[config.mk]
export PLATFORM = sky130hd
export DESIGN_NAME = alu_execute_stage_flat
export DESIGN_NICKNAME = d
export VERILOG_FILES = /design/src/rtl/alu_execute_stage_if.sv /design/src/rtl/alu_execute_stage.sv /design/src/flat_wrapper.sv
export SDC_FILE = /design/constraint.sdc
export NUM_CORES = 1
export LEC_CHECK = 0
export CAP_MARGIN = 15
export CORE_MARGIN = 2
export CORE_UTILIZATION = 30
export CTS_BUF_LIST = sky130_fd_sc_hd__clkbuf_2 sky130_fd_sc_hd__clkbuf_4 sky130_fd_sc_hd__clkbuf_8
export DETAILED_ROUTE_END_ITERATION = 8
export GPL_TIMING_DRIVEN = 0
export PLACE_DENSITY = 0.47
export SLEW_MARGIN = 10
export SYNTH_ARGS = -nofsm -noshare
export SYNTH_HDL_FRONTEND = slang
export SYNTH_SLANG_ARGS = --single-unit
[constraint.sdc]
create_clock -name clk -period 4.35 [get_ports clk]
set_clock_uncertainty 0.05 [all_clocks]
set_input_delay 0.6525 -clock clk [delete_from_list [all_inputs] [get_ports clk]]
set_output_delay 0.6525 -clock clk [all_outputs]
set_load 0.01 [all_outputs]
[src/rtl/alu_execute_stage_if.sv]
// Handshake bundle between the ALU operand mux, the execute stage
// and the writeback consumer.
interface alu_execute_stage_if #(
   parameter int DATA_W = 32
);
   logic              in_valid;
   logic              in_ready;
   logic [3:0]        alu_operation;
   logic [DATA_W-1:0] op_a;
   logic [DATA_W-1:0] op_b;
   logic              shifter_carry;
   logic              set_flags;
   logic [3:0]        rd_in;
   logic              out_valid;
   logic              out_ready;
   logic [DATA_W-1:0] result;
   logic [3:0]        rd_out;
   logic              rd_we;

   modport master (
      output in_valid, alu_operation, op_a, op_b,
      output shifter_carry, set_flags, rd_in, out_ready,
      input  in_ready, out_valid, result, rd_out, rd_we
   );

   modport slave (
      input  in_valid, alu_operation, op_a, op_b,
      input  shifter_carry, set_flags, rd_in, out_ready,
      output in_ready, out_valid, result, rd_out, rd_we
   );
endinterface

[src/rtl/alu_execute_stage.sv]
// ARMv4 ALU execute stage: one-entry result register plus NZCV flags.
// Define ALU_FLAG_FWD_EN to forward held S-op flags instead of stalling.
module alu_execute_stage #(
   parameter int DATA_W = 32
) (
   input  logic              clk,
   input  logic              rst,
   alu_execute_stage_if.slave bus,
   output logic [3:0]        flags_q
);
   localparam int W = DATA_W;

   logic          valid_q;
   logic [W-1:0]  res_q;
   logic [3:0]    rd_q;
   logic          we_q;
   logic [3:0]    pend_q;
   logic          held_s_q;

   logic          eff_c;
   logic          eff_v;
   logic          stall;
   logic          accept;
   logic          drain;

   logic [W-1:0]  x;
   logic [W-1:0]  y;
   logic          cin;
   logic          arith;
   logic [W-1:0]  lres;
   logic [W:0]    sum;
   logic [W-1:0]  res_d;
   logic          c_d;
   logic          v_d;
   logic [3:0]    nzcv_d;
   logic          we_d;
   logic          uses_c;

   assign uses_c = (bus.alu_operation == 4'h5) |
                   (bus.alu_operation == 4'h6) |
                   (bus.alu_operation == 4'h7);

`ifdef ALU_FLAG_FWD_EN
   logic fwd;
   assign fwd   = valid_q & held_s_q;
   assign eff_c = fwd ? pend_q[1] : flags_q[1];
   assign eff_v = fwd ? pend_q[0] : flags_q[0];
   assign stall = 1'b0;
   logic unused_fwd;
   assign unused_fwd = uses_c;
`else
   assign eff_c = flags_q[1];
   assign eff_v = flags_q[0];
   // Flags are not visible until commit, so dependents wait one bubble.
   assign stall = valid_q & held_s_q & (bus.set_flags | uses_c);
`endif

   assign bus.in_ready  = (!valid_q | bus.out_ready) & !stall;
   assign accept        = bus.in_valid & bus.in_ready;
   assign drain         = valid_q & bus.out_ready;

   assign bus.out_valid = valid_q;
   assign bus.result    = res_q;
   assign bus.rd_out    = rd_q;
   assign bus.rd_we     = we_q;

   always_comb begin
      x     = '0;
      y     = '0;
      cin   = 1'b0;
      arith = 1'b1;
      lres  = '0;
      unique case (bus.alu_operation)
         4'h0, 4'h8: begin
            arith = 1'b0;
            lres  = bus.op_a & bus.op_b;
         end
         4'h1, 4'h9: begin
            arith = 1'b0;
            lres  = bus.op_a ^ bus.op_b;
         end
         4'h2, 4'hA: begin
            x   = bus.op_a;
            y   = ~bus.op_b;
            cin = 1'b1;
         end
         4'h3: begin
            x   = bus.op_b;
            y   = ~bus.op_a;
            cin = 1'b1;
         end
         4'h4, 4'hB: begin
            x = bus.op_a;
            y = bus.op_b;
         end
         4'h5: begin
            x   = bus.op_a;
            y   = bus.op_b;
            cin = eff_c;
         end
         4'h6: begin
            x   = bus.op_a;
            y   = ~bus.op_b;
            cin = eff_c;
         end
         4'h7: begin
            x   = bus.op_b;
            y   = ~bus.op_a;
            cin = eff_c;
         end
         4'hC: begin
            arith = 1'b0;
            lres  = bus.op_a | bus.op_b;
         end
         4'hD: begin
            arith = 1'b0;
            lres  = bus.op_b;
         end
         4'hE: begin
            arith = 1'b0;
            lres  = bus.op_a & ~bus.op_b;
         end
         4'hF: begin
            arith = 1'b0;
            lres  = ~bus.op_b;
         end
      endcase

      sum   = {1'b0, x} + {1'b0, y} + {{W{1'b0}}, cin};
      res_d = arith ? sum[W-1:0] : lres;
      c_d   = arith ? sum[W] : bus.shifter_carry;
      // Overflow: like-signed addends giving a differently-signed sum.
      v_d   = arith ? ((x[W-1] == y[W-1]) & (sum[W-1] != x[W-1]))
                    : eff_v;
      nzcv_d = {res_d[W-1], res_d == '0, c_d, v_d};
      we_d   = bus.alu_operation[3:2] != 2'b10;
   end

   always_ff @(posedge clk or posedge rst) begin
      if (rst) begin
         valid_q  <= 1'b0;
         res_q    <= '0;
         rd_q     <= '0;
         we_q     <= 1'b0;
         pend_q   <= '0;
         held_s_q <= 1'b0;
         flags_q  <= '0;
      end else begin
         if (drain & held_s_q)
            flags_q <= pend_q;
         if (accept) begin
            valid_q  <= 1'b1;
            res_q    <= res_d;
            rd_q     <= bus.rd_in;
            we_q     <= we_d;
            pend_q   <= nzcv_d;
            held_s_q <= bus.set_flags;
         end else if (drain) begin
            valid_q  <= 1'b0;
         end
      end
   end
endmodule

[src/flat_wrapper.sv]
// flat-port wrapper written by rule: the top's interface ports become plain ports
module alu_execute_stage_flat 
#(
   parameter int DATA_W = 32
)
  (clk, rst, flags_q, bus_in_valid, bus_alu_operation, bus_op_a, bus_op_b, bus_shifter_carry, bus_set_flags, bus_rd_in, bus_out_ready, bus_in_ready, bus_out_valid, bus_result, bus_rd_out, bus_rd_we);
  alu_execute_stage_if #(.DATA_W(DATA_W)) bus_i ();
  input  logic clk;
  input  logic rst;
  output logic [3:0] flags_q;
  input wire logic [$bits(bus_i.in_valid)-1:0] bus_in_valid;
  input wire logic [$bits(bus_i.alu_operation)-1:0] bus_alu_operation;
  input wire logic [$bits(bus_i.op_a)-1:0] bus_op_a;
  input wire logic [$bits(bus_i.op_b)-1:0] bus_op_b;
  input wire logic [$bits(bus_i.shifter_carry)-1:0] bus_shifter_carry;
  input wire logic [$bits(bus_i.set_flags)-1:0] bus_set_flags;
  input wire logic [$bits(bus_i.rd_in)-1:0] bus_rd_in;
  input wire logic [$bits(bus_i.out_ready)-1:0] bus_out_ready;
  output wire logic [$bits(bus_i.in_ready)-1:0] bus_in_ready;
  output wire logic [$bits(bus_i.out_valid)-1:0] bus_out_valid;
  output wire logic [$bits(bus_i.result)-1:0] bus_result;
  output wire logic [$bits(bus_i.rd_out)-1:0] bus_rd_out;
  output wire logic [$bits(bus_i.rd_we)-1:0] bus_rd_we;
  assign bus_i.in_valid = bus_in_valid;
  assign bus_i.alu_operation = bus_alu_operation;
  assign bus_i.op_a = bus_op_a;
  assign bus_i.op_b = bus_op_b;
  assign bus_i.shifter_carry = bus_shifter_carry;
  assign bus_i.set_flags = bus_set_flags;
  assign bus_i.rd_in = bus_rd_in;
  assign bus_i.out_ready = bus_out_ready;
  assign bus_in_ready = bus_i.in_ready;
  assign bus_out_valid = bus_i.out_valid;
  assign bus_result = bus_i.result;
  assign bus_rd_out = bus_i.rd_out;
  assign bus_rd_we = bus_i.rd_we;
  alu_execute_stage #(.DATA_W(DATA_W)) u_core (.clk(clk), .rst(rst), .bus(bus_i), .flags_q(flags_q));
endmodule
---- After elaboration in Yosys (flattened, before gate mapping) ----
Index checks and enable logic that the tools add are counted.
word-level totals
  output and inout bits ................... 43
  flip-flop bits (word level) ............. 47
  bits of input ports ..................... 78
operators by class
  add/sub/neg operators ................... 2
  reductions and logical operators ........ 14
  eq/ne operators ......................... 18
  mux-type cells .......................... 9
  bitwise logic cells ..................... 17
operator list
  kind                                                              count
  32-bit one-hot mux with 6 select lines                            1
  32-bit one-hot mux with 3 select lines                            1
  32-bit AND                                                        2
  32-bit NOT                                                        2
  32-bit one-hot mux with 2 select lines                            1
  32-bit by 32-bit adder with 33-bit output                         1
  33-bit by 1-bit adder with 33-bit output                          1
  4-bit == test (second input constant)                             8
  32-bit logical NOT                                                1
  32-bit two-way mux                                                1
  32-bit OR                                                         1
  32-bit bitwise XOR                                                1
  4-bit by 3-bit == test with 1-bit output (second input constant)  4
  3-bit OR reduction                                                4
  4-bit by 2-bit == test with 1-bit output (second input constant)  2
  8-bit OR reduction                                                1
  1-bit AND                                                         7
  2-bit OR reduction                                                3
  6-bit OR reduction                                                1
  4-bit by 1-bit == test with 1-bit output (second input constant)  1
  4-bit logical NOT                                                 1
  1-bit two-way mux                                                 4
  1-bit OR                                                          4
  1-bit logical NOT                                                 2
  other kinds (5)                                                   5

---- Depth between registers and ports, before layout ----
Gate-level depths: netlist of the first run.
  depth in word-level cells ............... 9
  mapped depth ............................ 23

---- Least setup slack after synthesis of the first run ----
OpenSTA, ideal clock, no wires.
  kind .................................... input -> register
  start point ............................. in bus_alu_operation[1]
  end point ............................... reg u_core.pend_q[2]
  stages .................................. 23
  slack ................................... -979 ps
  arrival ................................. 5212 ps
  library setup time ...................... 67 ps
  path buffers ............................ 4
  cells stage by stage .................... clkbuf_8 -> buf_2 -> clkbuf_1 -> nand2_1 -> o22ai_1 -> nand2b_1 -> clkbuf_1 -> nand2_1 -> o21ai_0 -> fa_1 -> inv_1 -> fa_1 -> nor2b_4 -> o2111ai_2 -> a21boi_2 -> nor4_1 -> or4_4 -> a2111o_1 -> nor4_2 -> nand4b_1 -> nor4_1 -> nand4_1 -> nand2_1
on the way
  longest elaborated chain between the ends .. 8
  elaborated cells on any way between the ends .. 40
RTL lines
  item                                                                                               RTL line                  source
  from (decl)                                                                                        flat_wrapper.sv:12        input wire logic [$bits(bus_i.alu_operation)-1:0] bus_alu_operation;
  parallel branches: the longest is 8 deep, another holds 32-bit by 32-bit adder with 33-bit output  --
  to (signal assigned)                                                                               alu_execute_stage.sv:156  pend_q <= nzcv_d;
  to (decl)                                                                                          alu_execute_stage.sv:17   logic [3:0] pend_q;
Parallel ways; which one is timed is not known.
A chain may end at the register's enable or synchronous reset.

---- Worst setup path in the final report of the first run ----
  start point ............................. in bus_alu_operation[2]
  end point ............................... reg u_core.pend_q[2]
The elaborated chain is that of the path after synthesis.

==> results of run 1 <==
## layout by cell type (no fill, tap or decap), types with 15 or more instances in the layout
| cell type | synthesis | final |
|---|---|---|
| clkbuf_1 | 49 | 17 |
| mux2_2 | 22 | 22 |
| nand4_1 | 15 | 15 |
| ha_1 | 63 | 56 |
| o21ai_0 | 117 | 104 |
| o221ai_1 | 38 | 35 |
| buf_4 | 1 | 45 |
| dfrtp_1 | 46 | 46 |
| nor2_1 | 52 | 50 |
| nand2_1 | 177 | 174 |
| clkdlybuf4s50_1 | 0 | 116 |
| nand3_1 | 27 | 25 |
| inv_1 | 81 | 78 |
| a211oi_1 | 20 | 16 |
| a21oi_1 | 79 | 73 |
## logic make-up (layout without fill, tap and decap cells)
kind of cell,after synthesis,in the layout,share of synthesized area
simple gates,329,329,0.213
fa+ha+maj,65,65,0.119
flops,46,46,0.166
mux,31,31,0.0486
buf+inv,151,316,0.0916
xor+xnor,24,24,0.0302
compound gates,354,354,0.332
## report_power, final
| group | leakage [nW] | internal, mW | switching (mW) |
|---|---|---|---|
| Sequential | 0.573 | 0.556 | 0.0760 |
| Clock | 0.0517 | 0.135 | 0.146 |
| Combinational | 3.54 | 0.723 | 0.803 |
## metrics by stage
stage / hold WS (ps) / power (mW) / setup WS, ps
2_1_floorplan: 392 / 1.37 / -58.2
3_3_place_gp: 416 / 2.00 / -2390
3_5_place_dp: 420 / 2.01 / -2280
4_1_cts: 445 / 2.40 / -330
5_1_grt: 458 / 2.61 / -310
6_report: 439 / 2.44 / -152
## worst register-to-register path, delay by kind of cell (launching register included)
family / cells / cell delay, ps
AOI/OAI and AO/OA: 6 / 1300
adders and majority gates: 2 / 670
buffers and inverters: 1 / 70
DFF: 1 / 440
and+or+nand+nor: 7 / 1340
## per-layer routing
metal	part of all wire	vias to the layer above	track usage
met2	0.46	295	0.421
met3	0.059	48	0.0307
met1	0.45	3914	0.339
met4	0.032	0	0.0778
met5	0	-	0
li1	-	3984	-
## area by class of cell
class / count / area, um2
multi-input combinational: 803 / 5580
inverter: 83 / 318
timing repair buffer: 167 / 1620
fill: 2360 / 13000
clock buffer: 7 / 90.1
sequential: 46 / 1150
buffer: 58 / 578
clock inverter: 1 / 5.00
tap: 285 / 357
## sequential cells by signal (all words and copies together) (netlist names)
name,cells
u_core.bus.rd_we,1
u_core.flags_q,4
u_core.held_s_q,1
u_core.pend_q,4
u_core.bus.out_valid,1
u_core.bus.result,31
u_core.bus.rd_out,4
## final timing paths
| kind | cells past startpoint | to |
|---|---|---|
| worst min register to register | 2 | u_core.pend_q[1] |
| worst min-delay path | 2 | u_core.pend_q[1] |
| worst max register to register | 16 | u_core.pend_q[2] |
| min in group asynchronous | 2 | u_core.bus.rd_out[2] |
| worst max-delay path | 23 | u_core.pend_q[2] |
| max in group asynchronous | 3 | u_core.bus.result[22] |
## timing repair
item / in CTS / in global routing
pin swaps: 29 / 32
buffers inserted: 29 / 19
setup endpoints to repair: 33 / 13
resized for setup: 94 / 48
==> run_results.csv, run 1 <==
group,metric,value,unit
cts,clk_path_buf_depth,2,
synthesis,synth-edff-count,0,
synthesis,ys_warn_count,0,
critical_path,critical_path_class,"input pin to register",
cts,cts.sinks,46,
sta,setup_viol,1,
detailed_routing,drt_iter0_markers,630,
worst_hold_path,hold_path.class,"register to register",
sta,slew_viol_final,0,
grt,grt_pass1_vias,7697,
sta,period_minus_slack,4500,ps
place,post-dp-hpwl,24000,um
cts,postCtsHoldBufs,0,
detailed_routing,vias,8241,
sta,worst_slew_pin_slew,1220,ps
critical_path,path_cells,"clkbuf_4 -> clkbuf_16 -> nand2b_4 -> o22ai_4 -> nand2b_4 -> clkbuf_16 -> nand2_4 -> o21ai_4 -> fa_2 -> inv_2 -> fa_2 -> nor2b_4 -> o2111ai_4 -> buf_6 -> a211oi_4 -> nor3_4 -> nor2_4 -> xor2_1 -> a211o_1 -> a2111oi_2 -> and4_1 -> nand4_1 -> nand2_1",
cells_and_area,final_core_util,0.427,
cells_and_area,design_area,9700,um2
floorplanning,initial_core_util,0.306,
floorplanning,die_y,156,um
grt,antenna_found_initial,1,
cts,cts_buffers,5,
synthesis,synth_commonest_cells,"nand2_1 (177), o21ai_0 (117), inv_1 (81)",
place,numPlacedInstances,1404,
cells_and_area,fin_nets,1307,
synthesis,synth_top_area_frac,0.166,
cells_and_area,area_growth,39.4,%
synthesis,yosysSeqAreaShare,0.166,
synthesis,async_flop_share,1.00,
critical_path,crit_fanout,10,
synthesis,yosys.area.top_type,"dfrtp_1",
cts,cts_tree,"built",
outcome,outcome,"complete, but fails checks",
cts,ctsHtreeMaxLevel,2,
critical_path,max_stage_delay,380,ps
critical_path,end_kind,"register",
job,cap_violations,0,
grt,grt_pass1_wl,46500,um
sta,fin_crit_sh,1.03,
floorplanning,pin_count,121,
critical_path,reg2reg_slack,410,ps
floorplanning,row_count,55,
synthesis,syn_inst,1000,
synthesis,synth_nets,1143,
power_and_ir_drop,ir_drop,141,uV
critical_path,r2r-start,"u_core.flags_q[1]",
synthesis,synthDistinctLibCells,75,
cts,insertion_delay,300,ps
place,portBuffers,117,
floorplanning,die_x,156,um
detailed_routing,drc_errors,0,
place,gp_congestion,0.940,
critical_path,cp.required,4550,ps
detailed_routing,drtPass1Iterations,6,
cts,root_buffer,"clkbuf_8",
sta,setup_ws,-152,ps
detailed_routing,wire_per_inst,21.9,um
detailed_routing,viasPerCell,5.68,
synthesis,syn_area_per_cell,6.95,um2
synthesis,synth_area,6950,um2
sta,max_slew_margin,0.180,
critical_path,critPathLaunchType,"input pin",
critical_path,arrival,4700,ps
sta,hold_violations,0,
detailed_routing,antenna_left,0,
critical_path,cp.buffers_inverters,5,
synthesis,synthTopCellsByArea,"dfrtp_1 (17%), ha_1 (11%), nand2_1 (9.6%)",
synthesis,ys.flop_type,"dfrtp_1",
cells_and_area,insertedDiodeCount,0,
outcome,violations,"setup timing",
critical_path,path_delay_family,"compound AO/OA/AOI/OAI gates",
synthesis,yosysMostFrequentCell,"nand2_1",
detailed_routing,finalWirelength,31800,um
floorplanning,die_area,24400,um2
sta,rsz0062_at_grt,"yes",
sta,setup_tns,-152,ps
sta,clock.fmax,0.222,GHz
floorplanning,core,22700,um2
grt,track_usage,0.252,
cells_and_area,stdcell_count,1450,
critical_path,crit_start,"bus_alu_operation[2]",
power_and_ir_drop,power_leakage,4.17,nW
worst_hold_path,min_from,"u_core.pend_q[1]",
synthesis,ys_ff_latch,46,
place,placed_cell_area,8660,um2
cells_and_area,drive_gt1_frac,0.174,
grt,overflow,0,
cts,clk_pin_slew,80,ps
critical_path,cpMaxStageDelayCell,"fa_2",
power_and_ir_drop,pwr_density_cell,251,nW/um2
grt,grt_max_degree,31,
Note: power is estimated with default switching activity, not from simulation.
==> run 2, diff against run 1 <==
- MAX_ROUTING_LAYER: unset -> met4
- clock period: 4.35 -> 4.3 ns (I/O delays scaled with it)
==> run_results.csv, run 2 (synthesis gave the netlist of run 1 again) <==
group,metric,value,unit
cells_and_area,final_core_util,0.441,
power_and_ir_drop,p_sw_frac,0.415,
cts,clk_pin_slew,100,ps
cts,cts_buffers,5,
power_and_ir_drop,power_leakage,4.30,nW
sta,slew_viol_final,0,
power_and_ir_drop,seqPwrFrac,0.250,
worst_hold_path,min_from,"u_core.bus.result[5]",
detailed_routing,drc_errors,0,
detailed_routing,drtPass1Iterations,5,
sta,setup_tns,-248,ps
place,portBuffers,117,
place,numPlacedInstances,1405,
sta,worst_slew_pin_slew,1050,ps
power_and_ir_drop,pwr_density_cell,256,nW/um2
cells_and_area,stdcell_count,1467,
power_and_ir_drop,p_comb_frac,0.618,
sta,clock.fmax,0.220,GHz
job,cap_violations,0,
floorplanning,core,22700,um2
critical_path,worst-r2r-cell-count,16,
grt,track_usage,0.265,
detailed_routing,drt_iter0_markers,553,
cts,ctsHtreeMaxLevel,2,
cells_and_area,fillers,2346,
detailed_routing,finalWirelength,32200,um
cells_and_area,drive_gt1_frac,0.200,
floorplanning,die_x,156,um
sta,rsz0062_at_grt,"yes",
place,gp_congestion,0.955,
cells_and_area,largest_register_ffs,31,
critical_path,arrival,4750,ps
sta,max_slew_margin,0.298,
cells_and_area,insertedDiodeCount,0,
sta,fin_crit_sh,1.06,
floorplanning,initial_core_util,0.306,
sta,hold_violations,0,
cells_and_area,layout_common_cells,"nand2_1 (173), clkdlybuf4s50_1 (116), o21ai_0 (100)",
sta,period_minus_slack,4550,ps
critical_path,end_kind,"register",
cells_and_area,area_growth,44.1,%
critical_path,r2r-start,"u_core.flags_q[1]",
power_and_ir_drop,ir_drop,153,uV
critical_path,r2r_end,"u_core.pend_q[2]",
power_and_ir_drop,clkPwrFrac,0.132,
worst_hold_path,min_to,"u_core.bus.result[5]",
worst_hold_path,hold_path.class,"register to register",
critical_path,critPathLaunchType,"input pin",
cts,cts_tree,"built",
cts,insertion_delay,310,ps
cells_and_area,design_area,10000,um2
grt,overflow,0,
critical_path,critical_path_class,"input pin to register",
grt,antenna_found_initial,0,
critical_path,reg2reg_slack,370,ps
floorplanning,row_count,55,
critical_path,crit_fanout,5,
outcome,outcome,"complete, but fails checks",
cts,cts.sinks,46,
cts,postCtsHoldBufs,0,
critical_path,cp.required,4500,ps
power_and_ir_drop,p_int,1.50,mW
cts,clk_path_buf_depth,2,
outcome,violations,"setup timing",
grt,grt_max_degree,33,
grt,grt_pass1_vias,7853,
floorplanning,pin_count,121,
detailed_routing,vias,8222,
power_and_ir_drop,p_sw,1.07,mW
place,place_ws,-2330,ps
place,placed_cell_area,8660,um2
detailed_routing,wire_per_inst,21.9,um
place,post-dp-hpwl,24000,um
floorplanning,die_y,156,um
sta,setup_ws,-248,ps
sta,hold_ws,445,ps
grt,grt_pass1_wl,47400,um
power_and_ir_drop,power.total,2.57,mW
cells_and_area,fin_nets,1324,
cts,root_buffer,"clkbuf_8",
cells_and_area,mostFrequentLayoutCell,"nand2_1",
sta,setup_viol,1,
worst_hold_path,min_path_cells,2,
detailed_routing,antenna_left,0,
floorplanning,die_area,24400,um2
detailed_routing,viasPerCell,5.60,
[run 2: final cells by class]
type | instances | area, um2 | area share
Sequential cell | 46 | 1150 | 0.115
Clock inverter | 2 | 37.5 | 0.00375
Tap cell | 285 | 357 | 0.0356
Clock buffer | 6 | 76.3 | 0.00762
Timing Repair Buffer | 183 | 1740 | 0.173
Buffer | 59 | 624 | 0.0623
Multi-Input combinational cell | 803 | 5720 | 0.571
Inverter | 83 | 318 | 0.0317
[run 2: power by group through the flow]
stage | clock [mW] | combinational [mW] | sequential [mW]
after CTS | 0.347 | 1.49 | 0.645
after global placement | 0 | 1.38 | 0.651
final | 0.339 | 1.59 | 0.643
after floorplan | 0 | 0.697 | 0.693
after detailed placement | 0 | 1.38 | 0.653
after global routing | 0.373 | 1.71 | 0.660
[run 2: per-layer routing]
metal  global-route usage  routed length, um  up-vias
met5                    -                  0        -
met2                0.425              14700      286
li1                     -                  -     4020
met3               0.0360               1830       62
met4               0.0926               1350        0
met1                0.342              14300     3854
[run 2: how the worst max path moves through the flow]
stage                          from          endpoint  slack (ps)  cells after the start
2_1_floorplan  bus_alu_operation[1]  u_core.pend_q[2]        -100                     23
3_3_place_gp   bus_alu_operation[0]  u_core.pend_q[2]       -2440                     23
3_5_place_dp   bus_alu_operation[0]  u_core.pend_q[2]       -2330                     23
4_1_cts        bus_alu_operation[1]  u_core.pend_q[2]        -410                     21
5_1_grt        bus_alu_operation[1]  u_core.pend_q[2]        -390                     25
6_report       bus_alu_operation[1]  u_core.pend_q[2]        -250                     23
[run 2: critical path, stage by stage]
cell	delay, ps
clkbuf_16	130
buf_12	130
nand2b_4	160
o22ai_4	230
nand2b_4	190
clkbuf_16	140
nand2_4	40
o21ai_2	60
fa_2	220
inv_2	40
fa_2	370
nor2b_4	170
o2111ai_4	170
buf_4	190
a211oi_4	340
nor3_4	100
o31ai_1	370
mux2i_1	230
o21ai_0	180
a211oi_1	200
and4_1	230
nand4_1	110
nand2_1	90
[run 2: what timing repair did]
action	in CTS	in global routing
pin swaps	29	46
hold endpoints to repair	0	0
setup endpoints to repair	33	16
buffers inserted	36	27
resized for setup	101	82
==> run 3, diff against run 2 <==
- PLACE_DENSITY: 0.47 -> 0.49
- SETUP_SLACK_MARGIN: unset -> 0.1
- clock period: 4.3 -> 3.7 ns (I/O delays scaled with it)
==> run_results.csv, run 3 (synthesis gave the netlist of run 1 again) <==
group,metric,value,unit
outcome,outcome,"complete, but fails checks",
outcome,violations,"setup timing",
sta,setup_ws,-892,ps
detailed_routing,vias,8446,
detailed_routing,antenna_left,0,
sta,rsz0062_at_grt,"yes",
place,gp_congestion,0.927,
sta,hold_ws,424,ps
cts,clk_path_buf_depth,2,
floorplanning,initial_core_util,0.306,
floorplanning,pin_count,121,
critical_path,cp.required,3900,ps
worst_hold_path,hold_path.class,"register to register",
grt,grt_max_degree,25,
detailed_routing,drt_iter0_markers,645,
job,cap_violations,0,
sta,hold_violations,0,
cells_and_area,design_area,10400,um2
power_and_ir_drop,pwr_density_cell,297,nW/um2
detailed_routing,drc_errors,0,
critical_path,end_kind,"register",
detailed_routing,viasPerCell,5.68,
cells_and_area,insertedDiodeCount,0,
critical_path,crit_fanout,6,
grt,track_usage,0.272,
place,placed_cell_area,8820,um2
detailed_routing,finalWirelength,32900,um
floorplanning,die_area,24400,um2
power_and_ir_drop,power_leakage,4.48,nW
sta,worst_slew_pin_slew,1150,ps
floorplanning,die_y,156,um
grt,grt_pass1_vias,8041,
cells_and_area,layout_common_cells,"nand2_1 (174), clkdlybuf4s50_1 (116), o21ai_0 (88)",
floorplanning,die_x,156,um
cells_and_area,fin_nets,1344,
cells_and_area,final_core_util,0.458,
grt,antenna_found_initial,0,
cts,cts_buffers,5,
cells_and_area,drive_gt1_frac,0.231,
sta,period_minus_slack,4590,ps
place,portBuffers,117,
sta,slew_viol_final,0,
critical_path,critical_path_class,"input pin to register",
cts,root_buffer,"clkbuf_8",
cts,postCtsHoldBufs,0,
cells_and_area,largest_register_ffs,31,
place,post-dp-hpwl,24500,um
cts,insertion_delay,300,ps
cts,clk_pin_slew,90,ps
detailed_routing,drtPass1Iterations,5,
sta,setup_viol,21,
cells_and_area,area_growth,49.6,%
sta,max_slew_margin,0.225,
sta,clock.fmax,0.218,GHz
floorplanning,core,22700,um2
cts,cts.sinks,46,
critical_path,critPathLaunchType,"input pin",
detailed_routing,wire_per_inst,22.1,um
grt,grt_pass1_wl,49200,um
floorplanning,row_count,55,
sta,fin_crit_sh,1.24,
sta,setup_tns,-7100,ps
cells_and_area,mostFrequentLayoutCell,"nand2_1",
critical_path,arrival,4790,ps
cts,ctsHtreeMaxLevel,2,
cts,cts_tree,"built",
power_and_ir_drop,ir_drop,195,uV
grt,overflow,0,
## run 3: path summary, 6_finish.rpt
kind                                 startpoint                    to  slack, ps  depth (start not counted)
setup / recovery           bus_alu_operation[1]      u_core.pend_q[2]       -890                         22
hold / removal                 u_core.pend_q[2]      u_core.pend_q[2]        420                          2
setup reg to reg              u_core.flags_q[1]      u_core.pend_q[2]       -420                         16
hold reg to reg                u_core.pend_q[2]      u_core.pend_q[2]        420                          2
max in group asynchronous                   rst  u_core.bus.result[1]       2530                          3
min in group asynchronous                   rst  u_core.bus.rd_out[1]        570                          2
## run 3: cell type report
cell class                      count  area, um2
Buffer                             66        661
Clock buffer                        6       76.3
Clock inverter                      2       37.5
Fill cell                        2346      12300
Inverter                           83        317
Multi-Input combinational cell    803       5930
Sequential cell                    46       1150
Tap cell                          285        357
Timing Repair Buffer              196       1870
## run 3: critical path, cell delays in order
cell and delay, ps:
clkbuf_16 140, buf_12 130, nand2b_4 150, o22ai_4 240
nand2b_4 190, clkbuf_16 140, nand2_4 40, o21ai_2 60
fa_2 220, inv_2 40, fa_2 390, nor2b_4 160
o2111ai_4 190, a21boi_2 190, nor4_1 60, or4_4 570
a2111o_1 380, nor4_2 260, nand4b_1 200, nor4_4 190
nand4_1 160, nand2_1 100
## run 3: metal layers
| layer | wire length (um) | vias up | global-route usage |
|---|---|---|---|
| met5 | 0 | - | - |
| met4 | 1000 | 0 | 0.0721 |
| met3 | 2200 | 72 | 0.0388 |
| met2 | 15000 | 305 | 0.443 |
| met1 | 14700 | 4015 | 0.354 |
| li1 | - | 4054 | - |
## run 3: stage by stage
step / power, mW / setup slack, ps / std cells
after floorplan: 1.65 / -599 / 1000
after global placement: 2.39 / -2710 / 1402
after detailed placement: 2.40 / -2680 / 1403
after CTS: 2.98 / -1020 / 1464
after global routing: 3.28 / -1080 / 1487
final: 3.09 / -892 / 1487
## run 3: power breakdown
part	switching, mW	internal [mW]
clock	0.176	0.209
sequential	0.104	0.653
combinational	1.01	0.934
## run 3: repair_timing
action	4_1_cts	5_1_grt
resized for setup	138	59
endpoints found under the setup margin	39	26
pin swaps	50	44
setup buffers	54	24
cloned	1	0
==> RTL edit 1: new RTL, config.mk and constraints of run 3 <==
`DATA_W` is set to 32 in 3 places; all go to 48.
--- a/src/rtl/alu_execute_stage_if.sv
+++ b/src/rtl/alu_execute_stage_if.sv
@@ -1,7 +1,7 @@
 // Handshake bundle between the ALU operand mux, the execute stage
 // and the writeback consumer.
 interface alu_execute_stage_if #(
-   parameter int DATA_W = 32
+   parameter int DATA_W = 48
 );
    logic              in_valid;
    logic              in_ready;
--- a/src/rtl/alu_execute_stage.sv
+++ b/src/rtl/alu_execute_stage.sv
@@ -1,7 +1,7 @@
 // ARMv4 ALU execute stage: one-entry result register plus NZCV flags.
 // Define ALU_FLAG_FWD_EN to forward held S-op flags instead of stalling.
 module alu_execute_stage #(
-   parameter int DATA_W = 32
+   parameter int DATA_W = 48
 ) (
    input  logic              clk,
    input  logic              rst,
--- a/src/flat_wrapper.sv
+++ b/src/flat_wrapper.sv
@@ -1,7 +1,7 @@
 // flat-port wrapper written by rule: the top's interface ports become plain ports
 module alu_execute_stage_flat 
 #(
-   parameter int DATA_W = 32
+   parameter int DATA_W = 48
 )
   (clk, rst, flags_q, bus_in_valid, bus_alu_operation, bus_op_a, bus_op_b, bus_shifter_carry, bus_set_flags, bus_rd_in, bus_out_ready, bus_in_ready, bus_out_valid, bus_result, bus_rd_out, bus_rd_we);
   alu_execute_stage_if #(.DATA_W(DATA_W)) bus_i ();
Interface: changed (resized bus_op_a, bus_op_b and bus_result); port bits go from 121 to 169. No check against the original RTL was run, so the function may have changed too.
==> RTL edit 1 against run 3 <==
  * The flow still finishes with violations (setup timing)
  * Cell area rose by 53%
  * Power rose by 46%
  * Area after synthesis grew 45%
  * Critical path depth is 1 higher
  * Register-to-register slack lost 0.14 ns
  * Setup slack got worse by 0.20 ns
  * Clock power increased by 41%
  * Via count rose by 59%
  * Sequential cell count increased by 16
  * Wire length grew 74%
==> RTL edit 1: results (changes against run 3) <==
stage,metric,value,unit,change
worst_setup_path,critical path's top delay family,compound AO/OA/AOI/OAI gates,,
global_route,GRT Util Overall,32.53,%,+5.3 points
synth,Syn Nets,1712,,+50%
clocking,H-tree depth,3,,+1
worst_setup_path,r2r setup slk,-0.56,ns,-0.14 ns
sta,Finish-stage setup viols,38,,+81%
layout,max reg flops,47,,+52%
clocking,clk_lat worst skew,0.34,ns,+0.04 ns
placed_design,routability cong.,1.010,,+8.9%
synth,Main synth FF type,dfrtp_1,,
placed_design,HPWL Detailed,42780,um,+75%
global_route,first-pass GRT wire length,82890,um,+68%
run_status,violated checks,setup timing,,
placed_design,Placed Cells incl. Taps,2121,,+51%
run_status,run status,"finished, violations left",,
worst_setup_path,Worst EP arrival,5.02,ns,+0.23 ns
sta,worst-margin pin slew,1.324,ns,+0.1712 ns
global_route,grt met3 use,6.417,%,+2.5 points
detailed_routing,WL met1,24760,um,+69%
worst_setup_path,"slowest stage delay, CP",0.43,ns,-0.14 ns
placed_design,dpl ws,-2.942,ns,-0.2660 ns
power,LEAKAGE,0.006613,uW,+47%
detailed_routing,metal2 WL,25040,um,+67%
clocking,"CTS clk-pin slew, worst paths",0.06,ns,-0.03 ns
sta,WHS,0.4234,ns,-0.0008590 ns
synth,syn avg cell area,6.694,sq um,-3.7%
global_route,M1 GR Usage,43.38,%,+7.9 points
min_path,Worst Hold Class,flop to flop,,
sta,setup total negative slack,-15.85,ns,-8.752 ns
placed_design,Post-DP Area,12880,sq um,+46%
layout,nets@finish,2017,,+50%
synth,sequential area share after synthesis,15.40,%,-1.2 points
detailed_routing,WL met3,5177,um,+140%
sta,Final WS setup,-1.090,ns,-0.1977 ns
min_path,sink of the worst hold path,u_core.bus.rd_out[3],,
synth,Cell variety after synth,79,,+5.3%
power,worst vdd ir,196.2,uV,+0.76%
worst_setup_path,Crit-path slowest cell,o41a_1,,
sta,"Slew Viols, Final",0,,unchanged
worst_setup_path,crit path to,u_core.pend_q[2],,
synth,most frequent cells after synthesis,"nand2_1 (288), o21ai_0 (162), a21oi_1 (128)",,
power,Sw Ratio,43.92,%,+2.1 points
layout,layout cells sized above 1,25.80,%,+2.7 points
detailed_routing,vias per cell,5.915,,+4.1%
global_route,GR Util met2,48.56,%,+4.2 points
min_path,Hold Startpoint,u_core.bus.rd_out[3],,
global_route,initial antenna violation count,2,,+2
clocking,CTS root buf,clkbuf_8,,
detailed_routing,overall via count from detail_route,13390,,+59%
clocking,CTS buffer count,9,,+4
placed_design,I/O Buffers,168,,+44%
global_route,largest net degree at the start of global routing,63,,+150%
detailed_routing,Avg WL per Cell,25.21,um,+14%
detailed_routing,initial DRC count,1504,,+130%
synth,largest cells by area after synthesis,"dfrtp_1 (15%), ha_1 (12%), nand2_1 (11%)",,
-- RTL edit 1: layout make-up --
type | instances | area, sq um
diodes | 2 | 5.005
fillers | 3348 | 17370
well taps | 448 | 560.5
clock inverters | 1 | 5.005
multi-input cells | 1231 | 9374
inverters | 109 | 421.7
repair buffers | 297 | 2791
plain buffers | 100 | 1031
clock buffers | 14 | 173.9
flip-flops and latches | 62 | 1551
-- RTL edit 1: timing repair --
action | 4_1_cts | 5_1_grt
resized for setup | 319 | 139
endpoints found under the setup margin | 55 | 50
buffers inserted | 77 | 52
pin swaps | 88 | 89
cloned | 1 | 0
-- RTL edit 1: logic make-up after synthesis --
kind of cell	synth area share [%]
compound gates	35.74
xor+xnor	3.651
fa+ha+maj	12.20
buf+inv	7.961
flops	15.40
mux	2.236
simple gates	22.81
-- RTL edit 1: power groups by stage --
stage	logic, uW	clock network [uW]	registers (uW)
floorplan	1170	0	1020
global placement	2290	0	957
detailed placement	2300	0	960
CTS	2720	560	948
global route	3170	595	972
finish	3000	544	947
==> RTL edit 2: new RTL, config.mk and constraints of run 3 <==
Made on the original files. Make the reset (`rst`) synchronous in one clocked block.
--- a/src/rtl/alu_execute_stage.sv
+++ b/src/rtl/alu_execute_stage.sv
@@ -136,7 +136,7 @@
       we_d   = bus.alu_operation[3:2] != 2'b10;
    end
 
-   always_ff @(posedge clk or posedge rst) begin
+   always_ff @(posedge clk) begin
       if (rst) begin
          valid_q  <= 1'b0;
          res_q    <= '0;
Formal check against the unedited RTL: differs if rst is asserted again (counterexample within 4 cycles, from zero or initial values and one cycle with rst high); with rst held inactive, the same outputs for 4 cycles.
==> RTL edit 2 against run 3 <==
  * The run still ends with setup timing left
  * Setup slack better by 0.013 ns
  * Critical path depth is 2 higher
  * Area after synthesis is 4.0% higher
  * Sequential cell count stayed put
  * Wire length is 10% higher
  * Utilization is 0.47 points lower
  * Cell area is 2.6% higher
  * Power is 19% lower
  * Global-route usage is 1.1 points higher
  * Die area is 3.9% higher
  * Hold slack worse by 0.017 ns
  * Combinational power is 17% lower
  * Critical endpoint is now u_core.pend_q[2]
==> RTL edit 2: results (changes against run 3) <==
stage,metric,value,unit,change
run_status,run status,"finished, violations left",,
run_status,violated checks,setup timing,,
worst_setup_path,r2r setup slk,-0.35,ns,+0.07 ns
detailed_routing,vias per cell,5.822,,+2.5%
detailed_routing,initial DRC count,831,,+29%
layout,Non-CTS buffers,272,,+3.8%
layout,comb_multi_in,870,,+8.3%
global_route,largest net degree at the start of global routing,15,,-40%
layout,Seq cells,46,,unchanged
layout,"non-filler cells, final",1594,,+7.2%
power,P_seq,557,uW,-27%
layout,Finished Cell Area,10670,sq um,+2.6%
worst_setup_path,"slowest stage delay, CP",0.38,ns,-0.19 ns
layout,layout cells sized above 1,21.57,%,-1.6 points
layout,nets@finish,1417,,+5.4%
sta,setup total negative slack,-8.084,ns,-0.9825 ns
layout,Final clock-cell share,0.8910,%,-0.20 points
power,Combinational Power Share,64.5,%,+1.5 points
worst_setup_path,Crit-path slowest cell,a221o_1,,
placed_design,dpl ws,-2.557,ns,+0.1191 ns
power,LEAKAGE,0.004383,uW,-2.3%
sta,Finish-stage setup viols,24,,+14%
layout,fill count,2479,,+5.7%
synth,largest cells by area after synthesis,"dfxtp_1 (13%), ha_1 (11%), nand2_1 (8.9%)",,
synth,synthesized-area fraction occupied by xor and xnor cells,2.423,%,-0.60 points
synth,Main synth FF type,dfxtp_1,,
synth,Syn Nets,1216,,+6.4%
placed_design,I/O Buffers,118,,+0.85%
placed_design,Post-DP Area,9086,sq um,+3.0%
global_route,GRT Util Overall,28.37,%,+1.1 points
synth,sequential area share after synthesis,12.74,%,-3.8 points
power,Switch Pwr,1133,uW,-12%
floorplan,Die Wd,159.2,um,+1.9%
placed_design,Placed Cells incl. Taps,1511,,+7.7%
synth,most frequent cells after synthesis,"nand2_1 (171), a21oi_1 (95), inv_1 (78)",,
sta,Final WS setup,-0.8790,ns,+0.01329 ns
sta,WHS,0.4076,ns,-0.01673 ns
layout,sequential cell area,920.9,sq um,-20%
synth,Synth Area in Adders,11.46,%,-0.45 points
synth,compound-gate portion of the synthesized area,37.68,%,+4.5 points
placed_design,HPWL Detailed,27550,um,+13%
layout,Non-CTS inverters,79,,-4.8%
placed_design,routability cong.,0.9298,,+0.27%
global_route,first-pass GRT wire length,53970,um,+9.7%
## RTL edit 2: routing by layer
metal	GRT usage, %	part of all wire [%]	vias to the layer above
li1	-	-	4374
met1	37.37	43	4440
met2	44.45	45	406
met3	4.611	7.9	61
met4	8.926	3.5	0
met5	-	0	-
## RTL edit 2: worst paths after layout
| path | startpoint | endpoint | cells past startpoint |
|---|---|---|---|
| worst max-delay path | bus_alu_operation[1] | u_core.pend_q[2] | 24 |
| worst min-delay path | u_core.bus.result[12] | u_core.bus.result[12] | 2 |
| worst max register to register | u_core.flags_q[1] | u_core.pend_q[2] | 17 |
| worst min register to register | u_core.bus.result[12] | u_core.bus.result[12] | 2 |
## RTL edit 2: critical path, delay by kind of cell
kind / cells / cell delay [ns]
compound gates: 8 / 1.80
simple gates: 5 / 0.74
xor+xnor: 1 / 0.11
buf+inv: 8 / 1.01
fa+ha+maj: 2 / 0.58
